File: src/rtl/fetch_ctrl.sv
// Fetch-stage sequencer: owns the PC, issues one instruction-memory request
// at a time, applies execute redirects, drops stale responses and presents
// {pc, instr} to decode behind a valid/stall handshake.
module fetch_ctrl #(
  parameter logic [31:0] RESET_PC = 32'h0000_0000
) (
  input  logic        i_clk,
  input  logic        i_reset,
  input  logic        i_b_taken,
  input  logic [31:0] i_b_pc,
  input  logic        i_stall,
  output logic        o_imem_req,
  output logic [31:0] o_imem_addr,
  input  logic        i_imem_ack,
  input  logic        i_imem_rvalid,
  input  logic [31:0] i_imem_rdata,
  output logic        o_if_valid,
  output logic [31:0] o_if_pc,
  output logic [31:0] o_if_instr,
  output logic [31:0] o_counter
);

  typedef enum logic {
    S_REQ  = 1'b0,  // ready to issue a request at pc
    S_WAIT = 1'b1   // one request outstanding, waiting for rvalid
  } state_t;

  state_t      state, state_nxt;
  logic [31:0] pc, pc_nxt;
  logic        drop, drop_nxt;
  logic        valid_nxt;
  logic [31:0] if_pc_nxt, instr_nxt, counter_nxt;
  logic        slot_free, consume;

  // Next-state, handshake and request logic for the fetch sequencer.
  always_comb begin
    // NOTE: every signal written here gets a default first so no path can
    // leave it unassigned and infer a latch.
    state_nxt   = state;
    pc_nxt      = pc;
    drop_nxt    = drop;
    valid_nxt   = o_if_valid;
    if_pc_nxt   = o_if_pc;
    instr_nxt   = o_if_instr;
    counter_nxt = o_counter;

    // The output slot can take a new instruction when it is empty or is
    // being consumed by decode this cycle.
    slot_free = !o_if_valid || !i_stall;
    consume   = o_if_valid && !i_stall;

    // A redirect masks the request so ack can never coincide with a PC change.
    o_imem_req  = (state == S_REQ) && slot_free && !i_b_taken && !i_reset;
    o_imem_addr = pc;

    if (i_b_taken) begin
      // Redirect wins over stall and capture: flush the held instruction
      // without counting it, and mark any outstanding response as stale.
      pc_nxt    = i_b_pc;
      valid_nxt = 1'b0;
      if (state == S_WAIT) begin
        if (i_imem_rvalid) begin
          drop_nxt  = 1'b0;
          state_nxt = S_REQ;
        end else begin
          drop_nxt  = 1'b1;
        end
      end
    end else begin
      if (consume) begin
        valid_nxt   = 1'b0;
        counter_nxt = o_counter + 32'd1;
      end
      case (state)
        S_REQ: begin
          if (o_imem_req && i_imem_ack) begin
            state_nxt = S_WAIT;
            drop_nxt  = 1'b0;
          end
        end
        S_WAIT: begin
          if (i_imem_rvalid) begin
            state_nxt = S_REQ;
            drop_nxt  = 1'b0;
            // The slot is always empty in WAIT: a request is only issued
            // when the slot is free, so capture cannot overwrite a held word.
            if (!drop) begin
              valid_nxt = 1'b1;
              if_pc_nxt = pc;
              instr_nxt = i_imem_rdata;
              pc_nxt    = pc + 32'd4;
            end
          end
        end
        default: state_nxt = S_REQ;
      endcase
    end
  end

  // State register with synchronous reset; reset abandons any open request.
  always_ff @(posedge i_clk) begin
    // NOTE: sequential state uses non-blocking assignments so all registers
    // update together from the same pre-edge values.
    if (i_reset) begin
      state      <= S_REQ;
      pc         <= RESET_PC;
      drop       <= 1'b0;
      o_if_valid <= 1'b0;
      o_if_pc    <= 32'h0;
      o_if_instr <= 32'h0;
      o_counter  <= 32'h0;
    end else begin
      state      <= state_nxt;
      pc         <= pc_nxt;
      drop       <= drop_nxt;
      o_if_valid <= valid_nxt;
      o_if_pc    <= if_pc_nxt;
      o_if_instr <= instr_nxt;
      o_counter  <= counter_nxt;
    end
  end

endmodule

File: config.mk
export PLATFORM = sky130hd
export DESIGN_NAME = fetch_ctrl
export DESIGN_NICKNAME = d
export VERILOG_FILES = /design/src/rtl/fetch_ctrl.sv
export SDC_FILE = /design/constraint.sdc
export NUM_CORES = 1
export LEC_CHECK = 0
export BUFFER_PORTS_ARGS = -buffer_cell sky130_fd_sc_hd__buf_2
export CORE_AREA = 2 2 154 156
export DETAILED_ROUTE_END_ITERATION = 12
export DIE_AREA = 0 0 156 158
export MAX_ROUTING_LAYER = met4
export PLACE_DENSITY = 0.5
export SETUP_SLACK_MARGIN = 0.1
export SYNTH_ARGS = -nofsm -noshare
export SYNTH_HDL_FRONTEND = slang
export SYNTH_SLANG_ARGS = --single-unit
File: constraint.sdc
create_clock -name i_clk -period 1.8 [get_ports i_clk]
set_input_delay 0.36 -clock i_clk [delete_from_list [all_inputs] [get_ports i_clk]]
set_output_delay 0.36 -clock i_clk [all_outputs]
set_load 0.05 [all_outputs]
# After elaboration in Yosys (flattened, before gate mapping)

Cells that the tools add are included.

$add $sub $neg: 2
Multiply operators: 0
Div/mod/pow operators: 0
Order comparisons: 0
Equal/unequal tests: 4
Shift-type cells: 0
Mux-type cells: 18
Bitwise gates (word level): 3
Reduce and logical (&&, ||, !) cells: 17

Operator list:

| operator                                               | number |
|---|---|
| 2-to-1 mux 32 bit                                      | 4 |
| adder 32 x 1 -> 32 bit (second input constant)         | 1 |
| adder 32 x 3 -> 32 bit (second input constant)         | 1 |
| 2-to-1 mux 1 bit                                       | 12 |
| AND reduction 3 bit                                    | 2 |
| logical AND 1 bit                                      | 5 |
| logical NOT 1 bit                                      | 4 |
| case mux 1 bit (2 select lines)                        | 2 |
| AND reduction 4 bit                                    | 1 |
| nonzero test 2 bit                                     | 2 |
| inequality test 3 x 2 -> 1 bit (second input constant) | 1 |
| inequality test 3 bit (second input constant)          | 1 |
| inverter 1 bit                                         | 3 |
| inequality test 2 x 1 -> 1 bit (second input constant) | 1 |
| inequality test 2 bit (second input constant)          | 1 |
| AND reduction 2 bit                                    | 1 |
| OR reduction 2 bit                                     | 1 |
| logical OR 1 bit                                       | 1 |

Register bits: 131
Bits in latches: 0
Memory bits (writable): 0
Memory bits (read-only): 0
Bits of input ports: 70
Memories kept: 0

# Longest topological paths before layout

Gate-level depths: netlist of run 1.

Word-level depth: 9
Mapped depth: 7

# Least setup slack after synthesis of run 1

OpenSTA, ideal clock, no wires.

Path type: reg2reg
Start: register o_if_valid
End: register drop
Library setup time: 132 ps
Data arrival time: 3631 ps
Required time: 1668 ps
Setup slack: -1962 ps
Stages on the path, launching flop included: 5
Clock period less this slack: 3762 ps
Cell sequence: dfxtp_1 > a2111oi_0 > nand2_1 > a22oi_1 > nor3_1

Word-level cells in the longest chain between the ends: 8

RTL lines:

| item                                     | line | text |
|---|---|---|
| start: declaration                       | 17   | `output logic o_if_valid,` |
| start signal: assignment                 | 116  | `o_if_valid <= valid_nxt;` |
| logical NOT 1 bit                        | 49   | `slot_free = !o_if_valid \|\| !i_stall;` |
| logical OR 1 bit                         | 49   |  |
| logical AND 1 bit (3 in series)          | 53   | `o_imem_req = (state == S_REQ) && slot_free && !i_b_taken && !i_reset;` |
| net o_imem_req                           | 12   | `output logic o_imem_req,` |
| logical AND 1 bit                        | 76   | `if (o_imem_req && i_imem_ack) begin` |
| inequality test 3 x 2 -> 1 bit (no line) | --   |  |
| AND reduction 3 bit (no line)            | --   |  |
| end signal: assignment                   | 115  | `drop <= drop_nxt;` |
| end: declaration                         | 30   | `logic drop, drop_nxt;` |

The timed path passes the listed nets, and every way through them passes these cells.
A chain may end at the register's enable or synchronous reset.

# Final worst setup path of run 1

Start: register pc[10] (netlist: o_imem_addr[10])
End: register pc[26] (netlist: o_imem_addr[26])

Word-level cells in the longest chain between the ends: 5

RTL lines:

| item                     | line | text |
|---|---|---|
| start: declaration       | 29   | `logic [31:0] pc, pc_nxt;` |
| start signal: assignment | 114  | `pc <= pc_nxt;` |
| adder 32 x 3 -> 32 bit   | 91   | `pc_nxt = pc + 32'd4;` |
| 2-to-1 mux 32 bit        | 87   | `if (!drop) begin` |
| 2-to-1 mux 32 bit        | 82   | `if (i_imem_rvalid) begin` |
| 2-to-1 mux 32 bit        | 74   | `case (state)` |
| 2-to-1 mux 32 bit        | 56   | `if (i_b_taken) begin` |

Every way passes these cells. The select of a mux whose other input is x is not followed.

==> metrics, run 1 <==
first-pass GRT wire length 29000 um; Non-Filler Instances 1261; Worst EP required 2.12 ns; # setup viols final 12; Cell variety after synth 47; Seq cells post-synth between 100 and 150; mean routed wirelength per cell roughly 15 um; Worst-path clk slew roughly 0.060 ns; WHS 0.184 ns; Vias between 6k and 7k; Hold Path Class input pin to flop; final hold vios 0; Rows 56; worst-case clock buffer depth 2; vias per cell 4.79; EDFF count, synth 0; design area about 8700 um^2; NumNets Final 1027; drt first-iter violations ~310; Root Driver clkbuf_16; Final min period between 1.5 and 2 ns; largest net degree at the start of global routing 71; Clock Sinks around 130; Clock Power Share 46.2%; Die X between 150 and 200 um; Buf/Inv on CP 1; RSZ-0062 raised after global routing yes; Int Pwr 5120 uW; compound-cell area share of the yosys netlist 17.1%; mux cell area share after synthesis 1.13%; VDD IR max 0.525 mV; crit-path cells nand4_1, or4_4, buf_6, or4_1, a311oi_1; Max Cap Viol 0; Final Max Slew Viols 0; simple-gate share of the synthesized area about 28%; initial antenna violation count 3; CTS Buf Count 17; post-synthesis sequential area ratio between 40% and 50%; port buffer count 199; Slew @ Worst Pin 0.360 ns; post-synthesis adder-cell area fraction less than 1%; total length of routed wires between 15000 and 20000 um; synthesized area around 5700 um^2; Post-DP Area around 7700 um^2; synth warn 0; Combinational Power Share a little under an eighth; die area between 20000 and 25000 um^2; Worst EP arrival 2.28 ns; Top FF cell, synth dfxtp_1; layout cells sized above 1 between 40% and 50%; syn avg cell area 8.13 um^2; sw power between 1500 and 2000 uW; Initial Util 24.5%; ANT nets after route 0; CTS tree done; GRT Overall Usage 15.2%; Post-Place Cells ~1.2k; Final Skew 0.0109 ns; status complete, but fails checks; Synth async-reset ratio 0%; Mapped Cells between 600 and 700; Clock Latency Late Sink around 0.4 ns; Detailed Routing Iterations Pass 1 4; Worst Setup Start Kind flop; Crit. End Element flop; Core ar. about 23000 um^2; DP Wirelength ~13000 um; DRC errors left 0; CP max-delay cell or4_4; maximum clock frequency roughly 500 MHz; crit-path max FO 6; Mapped Nets approximately 770; Worst slew margin about three quarters; power per cell area ~810 nW/um^2; CP Class flop to flop; Seq pwr share about 42%; vias in the first global route between 5k and 6k; CP peak stage delay about 0.62 ns; Syn-to-layout area delta 54.0%; Hold Buf Count CTS 0; crit share post-route 109%; Setup TNS -0.937 ns; GRT overflow 0; CP top delay family simple AND/OR/NAND/NOR gates; Die Height 158 um; H-Tree Depth 4; post-synthesis xor/xnor area fraction around 2.5%; switch share roughly 27%; failing checks negative setup slack; Leakage between 0.003 and 0.004 uW; Final Worst Setup Slack -0.157 ns; largest family of logic cells by synthesized area simple AND/OR/NAND/NOR gates; Placer Congestion between 0.7 and 0.8; Boundary Pins 200
## sequential cells by signal, indices dropped and copies added, names as in the netlist
register     cells
o_if_valid       1
o_if_pc         32
o_imem_addr     32
state            1
drop             1
o_if_instr      32
o_counter       32
## layer usage
metal / GRT usage (%) / routed length [um] / vias to the layer above
met5: - / 0 / -
met4: 3.54 / 154 / 0
met3: 4.49 / 1250 / 10
met1: 19.4 / 8830 / 2840
li1: - / - / 3038
met2: 23.8 / 9110 / 147
## placed cells by master (no fill, tap or decap), types with 3 or more instances in the layout
| cell | netlist | routed |
|---|---|---|
| a311oi_1 | 15 | 12 |
| a211oi_1 | 9 | 9 |
| and4_1 | 11 | 7 |
| diode_2 | 0 | 3 |
| nor2b_1 | 4 | 4 |
| clkinvlp_4 | 0 | 3 |
| buf_2 | 0 | 198 |
| a21oi_1 | 90 | 80 |
| dfxtp_1 | 131 | 76 |
| and3_1 | 9 | 8 |
| and2_1 | 5 | 4 |
| buf_4 | 0 | 71 |
| or3_1 | 17 | 15 |
| nor2_1 | 39 | 38 |
| o31ai_4 | 0 | 5 |
| clkbuf_1 | 40 | 3 |
| nand3_1 | 17 | 15 |
| nand4_1 | 23 | 23 |
| mux2i_1 | 3 | 3 |
| a21oi_2 | 0 | 10 |
| a2111oi_2 | 0 | 4 |
| or4_1 | 22 | 13 |
| buf_6 | 1 | 11 |
| inv_1 | 12 | 12 |
| buf_12 | 0 | 6 |
| xor2_1 | 10 | 10 |
| clkinv_2 | 0 | 4 |
| dfxtp_2 | 0 | 15 |
| o21ai_0 | 21 | 20 |
| o31ai_1 | 18 | 8 |
| and4_4 | 0 | 4 |
| clkbuf_16 | 0 | 17 |
| o31ai_2 | 0 | 5 |
| or4_4 | 1 | 10 |
| a311oi_2 | 0 | 3 |
| xnor2_1 | 6 | 6 |
| dfxtp_4 | 0 | 40 |
| nor3_1 | 3 | 3 |
| nand2_1 | 149 | 147 |
## cell families (layout without fill, tap and decap cells)
kind of cell / count (synthesis) / in the layout
buf+inv: 59 / 332
simple gates: 319 / 319
fa+ha+maj: 2 / 2
mux: 6 / 6
xor+xnor: 16 / 16
compound gates: 162 / 162
flops: 131 / 131
other cells: 0 / 3
## synth_stat cells (all sizes together) (12+ instances only)
master / n / area share, %
nand2: 149 / 9.9
dfxtp: 131 / 46
a21oi: 90 / 8.0
clkbuf: 40 / 2.7
nor2: 39 / 2.6
nand4: 24 / 2.8
or4: 23 / 3.1
o21ai: 21 / 1.9
o31ai: 18 / 2.4
nand3: 17 / 1.5
or3: 17 / 1.9
a311oi: 15 / 2.3
inv: 13 / 0.86
and4: 12 / 1.9
## path summary, 6_finish.rpt
| path | depth (start not counted) | slack, ns | to | from |
|---|---|---|---|---|
| setup / recovery | 5 | -0.16 | o_imem_addr[26]$_SDFFE_PP0P_ | o_imem_addr[10]$_SDFFE_PP0P_ |
| hold / removal | 3 | 0.18 | o_imem_addr[8]$_SDFFE_PP0P_ | i_b_pc[8] |
| setup reg to reg | 5 | -0.16 | o_imem_addr[26]$_SDFFE_PP0P_ | o_imem_addr[10]$_SDFFE_PP0P_ |
| hold reg to reg | 2 | 0.45 | o_if_pc[1]$_SDFFE_PP0P_ | o_if_pc[1]$_SDFFE_PP0P_ |
## final cells by class
cell class	instances	area, um^2
tap	290	363
clock buffer	21	450
fill	2423	14400
sequential	131	2790
antenna	3	7.51
timing repair buffer	287	1780
inverter	13	48.8
clock inverter	11	88.8
multi-input combinational	505	3170
## metrics by stage
stage                     total power, uW  setup slack (ns)  utilization, %
after global routing                 7340            -0.199            37.7
after global placement               3840            -0.114            33.2
after detailed placement             3830            -0.159            33.2
after CTS                            7130            -0.141            35.8
final                                7040            -0.157            37.7
after floorplan                      3500            -0.249               -
## worst reg2reg max path: stages (launching register included)
cell and delay [ns]:
dfxtp_4 0.34, nand4_1 0.15, or4_4 0.62, buf_6 0.16, or4_1 0.40, a311oi_1 0.20
## power groups by stage
stage	clock network [uW]	logic (uW)	registers, uW
finish	3260	801	2990
global route	3480	860	2990
CTS	3360	790	2990
detailed placement	0	783	3050
global placement	0	787	3050
floorplan	0	201	3300
## what timing repair did
item	in CTS	in global routing
resized for setup	10	79
endpoints found under the setup margin	26	40
cloned	0	2
buffers inserted	2	16
pin swaps	3	41
Note: power is estimated with default switching activity, not from simulation.
==> run 2: changes to the inputs <==
- SETUP_SLACK_MARGIN: 0.1 -> 0.2
==> run 2 against run 1 <==
  * The flow still finishes with violations (negative setup slack)
  * Core utilization rose by 1.7 points
  * Clock power rose by 7.1%
  * Largest cell class unchanged
  * Sequential share of layout area fell by 1.3 points
  * Cell count rose by 2.1%
==> metrics, run 2 (same netlist as run 1, synthesis figures left out) <==
largest net degree at the start of global routing 83 (was 71); CTS tree done (unchanged); vias in the first global route 5488 (was 5425); Die X 156 um (unchanged); drt first-iter violations 258 (was 312); mean routed wirelength per cell 15.4 um (was 15.3 um); most frequent cells in the layout buf_2, nand2_1, buf_4 (was buf_2, nand2_1, a21oi_1); ANT nets after route 0 (unchanged); initial antenna violation count 2 (was 3); Rows 56 (unchanged); Final min period 1.89 ns (was 1.96 ns); Placer Congestion 0.771 (was 0.751); CP Class flop to flop (unchanged); WHS 0.173 ns (was 0.184 ns); total length of routed wires 19900 um (was 19300 um); Initial Util 24.5% (unchanged); Leakage 0.00374 uW (was 0.00354 uW); Worst EP arrival 2.16 ns (was 2.28 ns); CTS Buf Count 17 (unchanged); DP Wirelength 13500 um (was 13200 um); NumNets Final 1054 (was 1027); Slew @ Worst Pin 0.495 ns (was 0.360 ns); Final Worst Setup Slack -0.0892 ns (was -0.157 ns); most common cell after layout, fill and taps aside buf_2 (unchanged); Worst slew margin 67.0% (was 76.0%); Root Driver clkbuf_16 (unchanged); Clock Sinks 131 (unchanged); maximum clock frequency 529 MHz (was 511 MHz); Crit. End Element flop (unchanged); final hold vios 0 (unchanged); crit-path max FO 4 (was 6); Worst Setup Start Kind flop (unchanged); Clock Latency Late Sink 0.42 ns (was 0.41 ns); CP peak stage delay 0.51 ns (was 0.62 ns); DRC errors left 0 (unchanged); Vias 6156 (was 6035); Hold Path Class input pin to flop (unchanged); failing checks negative setup slack (unchanged); first-pass GRT wire length 29800 um (was 29000 um); Worst EP required 2.07 ns (was 2.12 ns); status complete, but fails checks (unchanged); H-Tree Depth 4 (unchanged); power per cell area 803 nW/um^2 (was 810 nW/um^2); RSZ-0062 raised after global routing yes (unchanged); Die Height 158 um (unchanged); GRT Overall Usage 15.9% (was 15.2%); CP max-delay cell or4_4 (unchanged); Detailed Routing Iterations Pass 1 4 (unchanged); Worst-path clk slew 0.06 ns (about the same); VDD IR max 0.548 mV (was 0.525 mV); fillers 2406 (was 2423); Post-DP Area 7660 um^2 (unchanged); Syn-to-layout area delta 60.7% (was 54.0%); port buffer count 199 (unchanged); die area 24600 um^2 (unchanged); Hold Buf Count CTS 0 (unchanged); crit-path cells ha_4, nand4b_1, buf_4, or4_4, buf_6, o31ai_1, a311oi_1 (was nand4_1, or4_4, buf_6, or4_1, a311oi_1); crit share post-route 105% (was 109%); # setup viols final 7 (was 12); design area 9080 um^2 (was 8700 um^2); Final Skew 0.00780 ns (was 0.0109 ns); worst-case clock buffer depth 2 (unchanged); Max Cap Viol 0 (unchanged); Final Max Slew Viols 0 (unchanged); GRT overflow 0 (unchanged); Boundary Pins 200 (unchanged); Core ar. 23100 um^2 (unchanged); layout cells sized above 1 48.9% (was 45.4%); vias per cell 4.78 (was 4.79)
[run 2: report_power, final]
group	internal, uW	leakage (uW)	switching [uW]
Sequential	2930	0.00110	50.7
Clock	2100	0.000294	1380
Combinational	282	0.00234	542
[run 2: area by class of cell]
cell class	instances	area, um^2	share of cell area, %
multi-input combinational	506	3280	36.2
sequential	131	2790	30.7
timing repair buffer	313	2000	22.0
clock buffer	21	493	5.43
tap	290	363	4.00
clock inverter	11	98.8	1.09
inverter	13	48.8	0.537
antenna	2	5.00	0.0551
[run 2: worst max-delay path: cells and delay by family, from the launching register on]
kind / cells / cell delay, ns
DFF: 1 / 0.36
adders and majority gates: 1 / 0.12
AOI/OAI and AO/OA: 2 / 0.30
buffers and inverters: 2 / 0.32
and+or+nand+nor: 2 / 0.64
[run 2: path summary, 6_finish.rpt]
kind / cells past startpoint / slack (ns) / end / from
worst max-delay path: 7 / -0.09 / o_imem_addr[26]$_SDFFE_PP0P_ / o_imem_addr[2]$_SDFFE_PP0P_
worst min-delay path: 3 / 0.17 / o_if_instr[0]$_SDFFE_PP0P_ / i_imem_rdata[0]
worst max register to register: 7 / -0.09 / o_imem_addr[26]$_SDFFE_PP0P_ / o_imem_addr[2]$_SDFFE_PP0P_
worst min register to register: 2 / 0.45 / o_if_instr[0]$_SDFFE_PP0P_ / o_if_instr[0]$_SDFFE_PP0P_
[run 2: timing repair]
item	in CTS	in global routing
cloned	1	1
resized for setup	47	73
pin swaps	33	37
buffers inserted	16	26
setup endpoints to repair	40	50
[run 2: stage by stage]
stage / setup WS, ns / cells / power [uW] / utilization (%) / setup TNS [ns]
after floorplan: -0.249 / 695 / 3500 / - / -1.74
after global placement: -0.168 / 1209 / 3820 / 33.2 / -1.14
after detailed placement: -0.171 / 1209 / 3820 / 33.2 / -1.36
after CTS: -0.0727 / 1258 / 7390 / 37.2 / -0.398
after global routing: -0.143 / 1287 / 7600 / 39.4 / -1.16
final: -0.0892 / 1287 / 7290 / 39.4 / -0.477
[run 2: per-layer routing]
metal | track usage [%] | part of all wire, %
met5 | - | 0
met3 | 4.65 | 4.9
met4 | 3.54 | 0.73
met1 | 20.0 | 46
met2 | 25.2 | 49
